<file path="src/rtl/fft_capture_pkg.sv">
// Shared types and width helpers for the double-buffered FFT frame capture block.
package fft_capture_pkg;

  localparam int NFFT_DEFAULT = 8;
  localparam int DW_DEFAULT   = 32;

  // $clog2 returns 0 for n <= 1; a zero-width vector is never legal here.
  function automatic int clog2_safe(input int n);
    return (n <= 2) ? 1 : $clog2(n);
  endfunction

  function automatic int idx_w(input int nfft);
    return clog2_safe(nfft);
  endfunction

  function automatic int addr_w(input int nfft);
    return clog2_safe(2 * nfft);
  endfunction

  localparam int IDX_W_DEFAULT  = idx_w(NFFT_DEFAULT);
  localparam int ADDR_W_DEFAULT = addr_w(NFFT_DEFAULT);

  typedef logic bank_t;

endpackage

</file>
<file path="src/rtl/fft_frame_capture_if.sv">
// AXI-Stream sample channel carrying one complex FFT bin per beat as {IM, RE}.
interface fft_frame_capture_if #(
  parameter int DW = 32
) ();
  // A beat transfers on a rising edge where tvalid and tready are both high.
  // The source holds tdata/tlast stable while tvalid is high and tready is low;
  // the sink may drop tready at any time without waiting for tvalid.
  logic            tvalid;
  logic            tready;
  logic            tlast;
  logic [2*DW-1:0] tdata;

  modport master (output tvalid, tlast, tdata, input tready);
  modport slave  (input tvalid, tlast, tdata, output tready);
endinterface

</file>
<file path="src/rtl/fft_capture_ram.sv">
// Simple dual-port sample RAM: synchronous write, registered read cleared by reset.
module fft_capture_ram #(
  parameter int AW = 4,
  parameter int W  = 64
) (
  input  logic          clk,
  input  logic          resetn,
  input  logic          we,
  input  logic [AW-1:0] waddr,
  input  logic [W-1:0]  wdata,
  input  logic [AW-1:0] raddr,
  output logic [W-1:0]  rdata
);

  logic [W-1:0] mem [2**AW];

  always_ff @(posedge clk) begin
    if (we) begin
      mem[waddr] <= wdata;
    end
  end

  // Only the output register is reset; array contents are don't-care until written.
  always_ff @(posedge clk) begin
    if (!resetn) begin
      rdata <= '0;
    end else begin
      rdata <= mem[raddr];
    end
  end

endmodule

</file>
<file path="src/rtl/fft_frame_capture.sv">
// Double-buffered AXI-Stream sink for FFT frames: one bank fills while the host
// reads the other, with tlast framing checks and an explicit release handshake.
module fft_frame_capture
  import fft_capture_pkg::*;
#(
  parameter  int NFFT   = NFFT_DEFAULT,
  parameter  int DW     = DW_DEFAULT,
  localparam int IDX_W  = idx_w(NFFT),
  localparam int ADDR_W = addr_w(NFFT)
) (
  input  logic                clk,
  input  logic                resetn,
  fft_frame_capture_if.slave  s_axis,
  input  logic [ADDR_W-1:0]   rd_addr,
  output logic [DW-1:0]       rd_data,
  output logic                frame_ready,
  input  logic                rd_release,
  output logic                receiving,
  output logic                frame_err,
  output logic [15:0]         frame_count
);

  logic [1:0]       full;
  logic [1:0]       full_nxt;
  bank_t            wbank;
  bank_t            rbank;
  logic [IDX_W-1:0] idx;
  logic             sel_im;
  logic [2*DW-1:0]  ram_q;

  logic accept;
  logic last_slot;
  logic commit;
  logic early_last;
  logic release_ok;

  assign s_axis.tready = resetn & ~full[wbank];

  assign accept     = s_axis.tvalid & s_axis.tready;
  assign last_slot  = (idx == IDX_W'(NFFT - 1));
  assign commit     = accept & last_slot;
  assign early_last = accept & s_axis.tlast & ~last_slot;
  assign release_ok = rd_release & full[rbank];

  // Commit marks the write bank full; release frees the read bank. When both
  // fire together the write bank was empty, so they never target the same bit.
  always_comb begin
    full_nxt = full;
    if (commit) begin
      full_nxt[wbank] = 1'b1;
    end
    if (release_ok) begin
      full_nxt[rbank] = 1'b0;
    end
  end

  always_ff @(posedge clk) begin
    if (!resetn) begin
      full        <= '0;
      wbank       <= 1'b0;
      rbank       <= 1'b0;
      idx         <= '0;
      frame_count <= '0;
      frame_err   <= 1'b0;
      sel_im      <= 1'b0;
    end else begin
      full      <= full_nxt;
      frame_err <= (commit & ~s_axis.tlast) | early_last;
      sel_im    <= rd_addr[0];
      if (commit) begin
        wbank       <= ~wbank;
        frame_count <= frame_count + 16'd1;
      end
      if (release_ok) begin
        rbank <= ~rbank;
      end
      // An early tlast drops the partial frame by rewinding the write index.
      if (commit || early_last) begin
        idx <= '0;
      end else if (accept) begin
        idx <= idx + IDX_W'(1);
      end
    end
  end

  fft_capture_ram #(
    .AW (ADDR_W),
    .W  (2 * DW)
  ) u_ram (
    .clk    (clk),
    .resetn (resetn),
    .we     (accept),
    .waddr  ({wbank, idx}),
    .wdata  (s_axis.tdata),
    .raddr  ({rbank, rd_addr[ADDR_W-1:1]}),
    .rdata  (ram_q)
  );

  assign rd_data     = sel_im ? ram_q[2*DW-1:DW] : ram_q[DW-1:0];
  assign frame_ready = full[rbank];
  assign receiving   = (idx != '0);

endmodule

</file>
<file path="src/flat_wrapper.sv">
// flat-port wrapper written by rule: the top's interface ports become plain ports
module fft_frame_capture_flat import fft_capture_pkg::*;
#(
  parameter  int NFFT   = NFFT_DEFAULT,
  parameter  int DW     = DW_DEFAULT,
  localparam int IDX_W  = idx_w(NFFT),
  localparam int ADDR_W = addr_w(NFFT)
)
  (clk, resetn, rd_addr, rd_data, frame_ready, rd_release, receiving, frame_err, frame_count, s_axis_tvalid, s_axis_tlast, s_axis_tdata, s_axis_tready);
  fft_frame_capture_if #(.DW(DW)) s_axis_i ();
  input  logic clk;
  input  logic resetn;
  input  logic [ADDR_W-1:0] rd_addr;
  output logic [DW-1:0] rd_data;
  output logic frame_ready;
  input  logic rd_release;
  output logic receiving;
  output logic frame_err;
  output logic [15:0] frame_count;
  input wire logic [$bits(s_axis_i.tvalid)-1:0] s_axis_tvalid;
  input wire logic [$bits(s_axis_i.tlast)-1:0] s_axis_tlast;
  input wire logic [$bits(s_axis_i.tdata)-1:0] s_axis_tdata;
  output wire logic [$bits(s_axis_i.tready)-1:0] s_axis_tready;
  assign s_axis_i.tvalid = s_axis_tvalid;
  assign s_axis_i.tlast = s_axis_tlast;
  assign s_axis_i.tdata = s_axis_tdata;
  assign s_axis_tready = s_axis_i.tready;
  fft_frame_capture #(.NFFT(NFFT), .DW(DW)) u_core (.clk(clk), .resetn(resetn), .s_axis(s_axis_i), .rd_addr(rd_addr), .rd_data(rd_data), .frame_ready(frame_ready), .rd_release(rd_release), .receiving(receiving), .frame_err(frame_err), .frame_count(frame_count));
endmodule
</file>
<file path="config.mk">
export PLATFORM = sky130hd
export DESIGN_NAME = fft_frame_capture_flat
export DESIGN_NICKNAME = d
export VERILOG_FILES = /design/src/rtl/fft_capture_pkg.sv /design/src/rtl/fft_frame_capture_if.sv /design/src/rtl/fft_capture_ram.sv /design/src/rtl/fft_frame_capture.sv /design/src/flat_wrapper.sv
export SDC_FILE = /design/constraint.sdc
export NUM_CORES = 1
export LEC_CHECK = 0
export BUFFER_PORTS_ARGS = -buffer_cell sky130_fd_sc_hd__buf_2
export CAP_MARGIN = 15
export CORE_ASPECT_RATIO = 2
export CORE_UTILIZATION = 40
export CTS_CLUSTER_DIAMETER = 40
export DETAILED_ROUTE_END_ITERATION = 16
export PLACE_DENSITY_LB_ADDON = 0.08
export SYNTH_ARGS = -nofsm -noshare
export SYNTH_HDL_FRONTEND = slang
export SYNTH_HIERARCHICAL = 1
export SYNTH_SLANG_ARGS = --single-unit
</file>
<file path="constraint.sdc">
create_clock -name clk -period 18.9 [get_ports clk]
set_input_delay 1.89 -clock clk [delete_from_list [all_inputs] [get_ports clk]]
set_output_delay 1.89 -clock clk [all_outputs]
set_load 0.03 [all_outputs]
</file>
==> metrics.txt, run 1 <==
status finished clean; gpl congestion 0.719; Iter 0 DRT Violations roughly 1600; first-pass GRT wire length 161000 um; vias in the first global route about 23000; type of destination of the critical path register; Mapped Nets between 2000 and 2500; Placed Area between 40000 and 50000 sq um; Power, Total 5.21 mW; post-synthesis sequential area ratio 0.767; worst hold path class register to register; Synth Flop Type edfxtp_1; reg-to-reg slack, setup 14.80 ns; clk sinks 1113; CTS tree yes; post-cts sizing count 0; Hold-fix buffers, CTS 0; Final WS setup 13.35 ns; critical path arrival 6.09 ns; startpoint types input pin; worst clock skew about 0.049 ns; Hold Path Depth 2; max_cap viols 0; Crit path top cell by count buf_4; DIE HEIGHT 462 um; actual slew at the worst max-slew pin 1.10 ns; CORE AREA 105000 sq um; share of layout cells above drive strength 1 0.172; final wirelength 112000 um; slew margin rel. 0.265; initial antenna violation count 16; Crit-path slowest cell buf_4; # port buffers roughly 120; Nets 2557; Design Area, Final ~48000 sq um; Cells after Synth 2328; Total GRT Usage 0.210; synth warn 6; Max Clk Rate 0.180 GHz; row cnt ~170; vias per std cell 5.60; final hold violation count 0; register bit count reported by yosys about 1100; FF-to-FF End u_core/u_ram/mem[14][56]; CTS Buf Count 110; chip width between 200 and 250 um; total number of vias 22110; mapped cell area 42400 sq um; setup tns final 0 ns; commonest cells after routing, fill and taps aside edfxtp_1, mux2i_1, a22oi_1, buf_2, nand2_1; CP max FO 81; routed wire length per instance 28.5 um; Worst Setup SP rd_addr[1]; Worst Path Required about 19 ns; Pwr Density ~110 nW/um^2; reg2reg start u_core/wbank; H-Tree Depth 3; syn_area_per_cell 18.2 sq um; WS Path Type input pin to register; commonest non-fill, non-tap cell in the layout edfxtp_1; first drt pass iteration count 5; Yosys cell types 42; Lkg Pwr 16.9 nW; Post-synth EDFFs 1024; setup bufs post-CTS 0; pin count of the biggest net entering global routing 129; Setup violations, final 0; clock-pin slew on the worst setup and hold paths 0.07 ns; Slew Viols, Final 0; Max stage delay on crit path 0.97 ns; Syn-to-layout area delta 13.7%; Die Footprint 107000 sq um; worst skew pair latency between 0.7 and 0.8 ns; Top Ports 125; VDD IR-drop max 0.0811 mV; remaining global-route overflow 0; worst reg2reg path depth 7; Setup WS pre-CTS 12.61 ns; Initial Utilization 0.404; root buf cell clkbuf_16; hold path endpoint u_core/frame_count[15]; clock buffer depth 3; period utilisation layout 0.293; asr flop ratio synth 0; # DRC 0; RSZ-0062 raised after global routing no; Tmin final 5.55 ns; dpl hpwl 55300 um; Hold Path Origin u_core/frame_count[15]; CP Cell Sequence buf_8 -> buf_4 -> buf_4 -> buf_4 -> mux4_2 -> o21ai_1 -> o21ai_1; antenna-violating nets left 0
worst max path at each step:
stage / endpoint / slack, ns / depth (start not counted)
floorplan: u_core/u_ram/mem[0][0] / 11.14 / 5
global placement: u_core/u_ram/rdata[2] / 12.68 / 7
detailed placement: u_core/u_ram/rdata[2] / 12.61 / 7
CTS: u_core/u_ram/rdata[2] / 13.35 / 7
global route: u_core/u_ram/rdata[2] / 13.10 / 7
finish: u_core/u_ram/rdata[2] / 13.35 / 7
critical path: cells and delay by family:
kind	cells	cell delay [ns]
AO/OA/AOI/OAI	2	0.20
buffers and inverters	4	3.14
multiplexers	1	0.61
through the flow:
stage / utilization / hold slack (ns) / instances
5_1_grt: 0.459 / 0.501 / 3941
4_1_cts: 0.459 / 0.474 / 3937
6_report: 0.459 / 0.471 / 3945
2_1_floorplan: - / 0.484 / 2328
3_3_place_gp: 0.423 / 0.458 / 3728
3_5_place_dp: 0.423 / 0.463 / 3728
cell families after synthesis:
group,synth area share
muxes,0.132
adders and majority gates,0.00118
AOI/OAI and AO/OA,0.0571
DFF,0.767
xor gates and xnor gates,0.00124
and+or+nand+nor,0.0199
buffers and inverters,0.0211
cell usage after synthesis (3+ instances only):
master | instances | area share
o31ai_1 | 7 | 0.0012
nor2_1 | 24 | 0.0021
or4_1 | 7 | 0.0012
o21ai_0 | 3 | 0.00035
clkbuf_1 | 51 | 0.0045
buf_4 | 6 | 0.0011
inv_1 | 7 | 0.00062
o21ai_1 | 44 | 0.0052
buf_1 | 11 | 0.00097
nand2_1 | 117 | 0.010
or3_1 | 3 | 0.00044
mux2i_1 | 470 | 0.11
nand3_1 | 12 | 0.0014
edfxtp_1 | 1024 | 0.73
buf_2 | 26 | 0.0031
nor3_1 | 6 | 0.00071
mux4_2 | 22 | 0.012
buf_6 | 36 | 0.0096
a21oi_1 | 15 | 0.0018
xnor2_1 | 4 | 0.00083
nand4_1 | 4 | 0.00059
ha_1 | 4 | 0.0012
o22ai_1 | 42 | 0.0062
a221oi_1 | 22 | 0.0045
mux2_2 | 34 | 0.0090
dfxtp_1 | 89 | 0.042
a22oi_1 | 212 | 0.038
nand2b_1 | 5 | 0.00074
where the power goes:
group          switching, mW  internal (mW)
Combinational          0.157         0.0762
Clock                  0.967           1.29
Sequential            0.0109           2.70
routing by layer:
layer	GRT usage	wire length (um)	vias to the layer above
li1	-	-	9642
met1	0.273	47800	11768
met2	0.354	56700	518
met3	0.0315	4530	174
met4	0.0747	3210	8
met5	0	57	-
registers in the layout, summed over array words and instances, names as in the netlist:
register and cells:
u_core/rbank 1, u_core/frame_err 1, u_core/u_ram/rdata 64, u_core/sel_im 1, u_core/wbank 1, u_core/idx 3
u_core/full 2, u_core/u_ram/mem 1024, u_core/frame_count 16
area by class of cell:
| type | instances | area (sq um) |
|---|---|---|
| diodes | 8 | 20.0 |
| clock inverters | 76 | 850 |
| well taps | 1360 | 1700 |
| flip-flops and latches | 1113 | 32500 |
| fillers | 8932 | 56700 |
| inverters | 7 | 26.3 |
| repair buffers | 174 | 1020 |
| multi-input cells | 1074 | 9110 |
| clock buffers | 133 | 2920 |
Power figures use the tool's default switching activity.
==> inputs of run 2 (changes only) <==
- ABC_AREA: not set -> 1
- clock period: 18.9 -> 5.1 ns (I/O delays scaled with it)
==> metrics.txt, run 2 <==
status finished clean (unchanged); vias in the first global route 29846 (was 23277); Filler cells 10786 (was 8932); syn_area_per_cell 10.8 sq um (was 18.2 sq um); Lkg Pwr 21.3 nW (was 16.9 nW); register bit count reported by yosys 1113 (unchanged); CORE AREA 115000 sq um (was 105000 sq um); critical path arrival 3.26 ns (was 6.09 ns); Iter 0 DRT Violations 1881 (was 1618); clock-pin slew on the worst setup and hold paths 0.06 ns (was 0.07 ns); reg2reg start u_core/wbank (unchanged); CTS Buf Count 113 (was 110); Power, Total 19.7 mW (was 5.21 mW); commonest non-fill, non-tap cell in the layout nand2_1 (was edfxtp_1); RSZ-0062 raised after global routing no (unchanged); top cells by area, synth edfxtp_1, nand2_1, nand3_1 (was edfxtp_1, mux2i_1, dfxtp_1); CTS tree yes (unchanged); Yosys cell types 33 (was 42); Top Ports 125 (unchanged); most frequent cell after synthesis nand2_1 (was edfxtp_1); synth warn 6 (unchanged); # port buffers 124 (unchanged); Die Footprint 117000 sq um (was 107000 sq um); post-synthesis sequential area ratio 0.701 (was 0.767); Hold-fix buffers, CTS 2 (was 0); remaining global-route overflow 0 (unchanged); Hold Path Origin rd_release (was u_core/frame_count[15]); worst reg2reg path depth 7 (unchanged); Placed Area 48500 sq um (was 44400 sq um); # DRC 0 (unchanged); FF-to-FF End u_core/u_ram/mem[5][57] (was u_core/u_ram/mem[14][56]); asr flop ratio synth 0 (unchanged); Syn-to-layout area delta 12.8% (was 13.7%); setup tns final 0 ns (unchanged); H-Tree Depth 3 (unchanged); routed wire length per instance 22.1 um (was 28.5 um); Synth top cells by count nand2_1, edfxtp_1, nand3_1 (was edfxtp_1, mux2i_1, a22oi_1); pin count of the biggest net entering global routing 157 (was 129); WS Path Type register to register (was input pin to register); actual slew at the worst max-slew pin 1.08 ns (was 1.10 ns); root buf cell clkbuf_16 (unchanged); Setup violations, final 0 (unchanged); Final WS setup 2.19 ns (was 13.35 ns); period utilisation layout 0.571; startpoint types register (was input pin); type of destination of the critical path register (unchanged); max FFs per register 1024 (unchanged); Slew Viols, Final 0 (unchanged); Tmin final 2.91 ns; clock buffer depth 3 (unchanged); Yosys top cell by area edfxtp_1 (unchanged); share of Yosys cell area claimed by the top area cell type 0.663 (was 0.725); initial antenna violation count 15 (was 16); registers with the most flip-flops u_core/u_ram/mem x1024, u_core/u_ram/rdata x64, u_core/frame_count x16 (unchanged); Cells after Synth 4317 (was 2328); first-pass GRT wire length 195000 um (was 161000 um); Synth Flop Type edfxtp_1 (unchanged); antenna-violating nets left 0 (unchanged); setup bufs post-CTS 0 (unchanged); share of layout cells above drive strength 1 0.0970 (was 0.172); mapped cell area 46400 sq um (was 42400 sq um); dpl hpwl 71100 um (was 55300 um); row cnt 176 (was 168); post-cts sizing count 0 (unchanged); VDD IR-drop max 0.336 mV (was 0.0811 mV); Setup WS pre-CTS 1.83 ns (was 12.61 ns); first drt pass iteration count 5 (unchanged); Worst Path Required 5.45 ns (was 19.45 ns); Initial Utilization 0.404 (about the same); gpl congestion 0.752 (was 0.719); Nets 4463 (was 2557); worst clock skew 0.0183 ns (was 0.0490 ns); commonest cells after routing, fill and taps aside nand2_1, edfxtp_1, nand3_1, inv_1, buf_2 (was edfxtp_1, mux2i_1, a22oi_1, buf_2, nand2_1); chip width 243 um (was 232 um); worst skew pair latency 0.72 ns (about the same); final wirelength 132000 um (was 112000 um); worst hold path class input pin to register (was register to register); Hold Path Depth 3 (was 2); slew margin rel. 0.282 (was 0.265); Top reg by flops u_core/u_ram/mem (unchanged); DIE HEIGHT 484 um (was 462 um); hold path endpoint u_core/rbank (was u_core/frame_count[15]); Post-synth EDFFs 1024 (unchanged); final hold slack 0.0780 ns (was 0.471 ns); CP max FO 26 (was 81); Max Clk Rate 0.343 GHz; Design Area, Final 52300 sq um (was 48200 sq um); max_cap viols 0 (unchanged); Total GRT Usage 0.227 (was 0.210); final hold violation count 0 (unchanged); Pwr Density 376 nW/um^2 (was 108 nW/um^2); clk sinks 1113 (unchanged); reg-to-reg slack, setup 2.19 ns (was 14.80 ns); total number of vias 30012 (was 22110); vias per std cell 5.00 (was 5.60); Mapped Nets 4394 (was 2405)
run 2: through the flow:
| stage | cells | util |
|---|---|---|
| final | 6005 | 0.455 |
| after global placement | 5780 | 0.421 |
| after global routing | 6002 | 0.455 |
| after floorplan | 4317 | - |
| after CTS | 5999 | 0.455 |
| after detailed placement | 5782 | 0.422 |
run 2: how the worst max path moves through the flow:
stage,startpoint,endpoint,slack (ns),cells after the start
4_1_cts,u_core/wbank,u_core/u_ram/mem[3][59],2.17,7
3_3_place_gp,resetn,u_core/u_ram/mem[13][6],1.80,6
6_report,u_core/wbank,u_core/u_ram/mem[5][57],2.19,7
3_5_place_dp,resetn,u_core/u_ram/mem[5][3],1.83,6
2_1_floorplan,u_core/wbank,u_core/u_ram/mem[10][0],0.90,6
5_1_grt,u_core/wbank,u_core/u_ram/mem[5][9],2.07,7
run 2: per-layer routing:
layer	track usage	routed length, um	vias to the layer above
met3	0.0361	5520	225
met5	0	49	-
met2	0.399	67900	650
met4	0.0954	5330	8
met1	0.274	53600	14814
li1	-	-	14315
run 2: cell type report:
| cell class | instances | area, sq um | share of cell area |
|---|---|---|---|
| repair buffers | 179 | 1380 | 0.0264 |
| diodes | 6 | 15.0 | 0.000287 |
| flip-flops and latches | 1113 | 32500 | 0.622 |
| clock inverters | 76 | 838 | 0.0160 |
| inverters | 547 | 2100 | 0.0400 |
| multi-input cells | 2432 | 10600 | 0.202 |
| well taps | 1513 | 1890 | 0.0362 |
| clock buffers | 139 | 3010 | 0.0574 |
run 2: power breakdown:
group          switching, mW  internal, mW
Sequential            0.0755          10.0
Combinational          0.770         0.266
Clock                   3.70          4.86
Total                   4.54          15.2
run 2: cells by family after synthesis:
kind of cell	share of synthesized area
AOI/OAI and AO/OA	0.00989
buffers and inverters	0.0736
muxes	0.00776
adders and majority gates	0.00108
xor gates and xnor gates	0.000189
and+or+nand+nor	0.206
DFF	0.701
run 2: critical path, stage by stage (launching register included):
cell     delay [ns]
dfxtp_1        0.49
inv_2          0.10
nand2_4        0.08
nand4_4        0.14
inv_2          0.22
nand2_1        0.27
nor2_4         0.66
buf_4          0.53
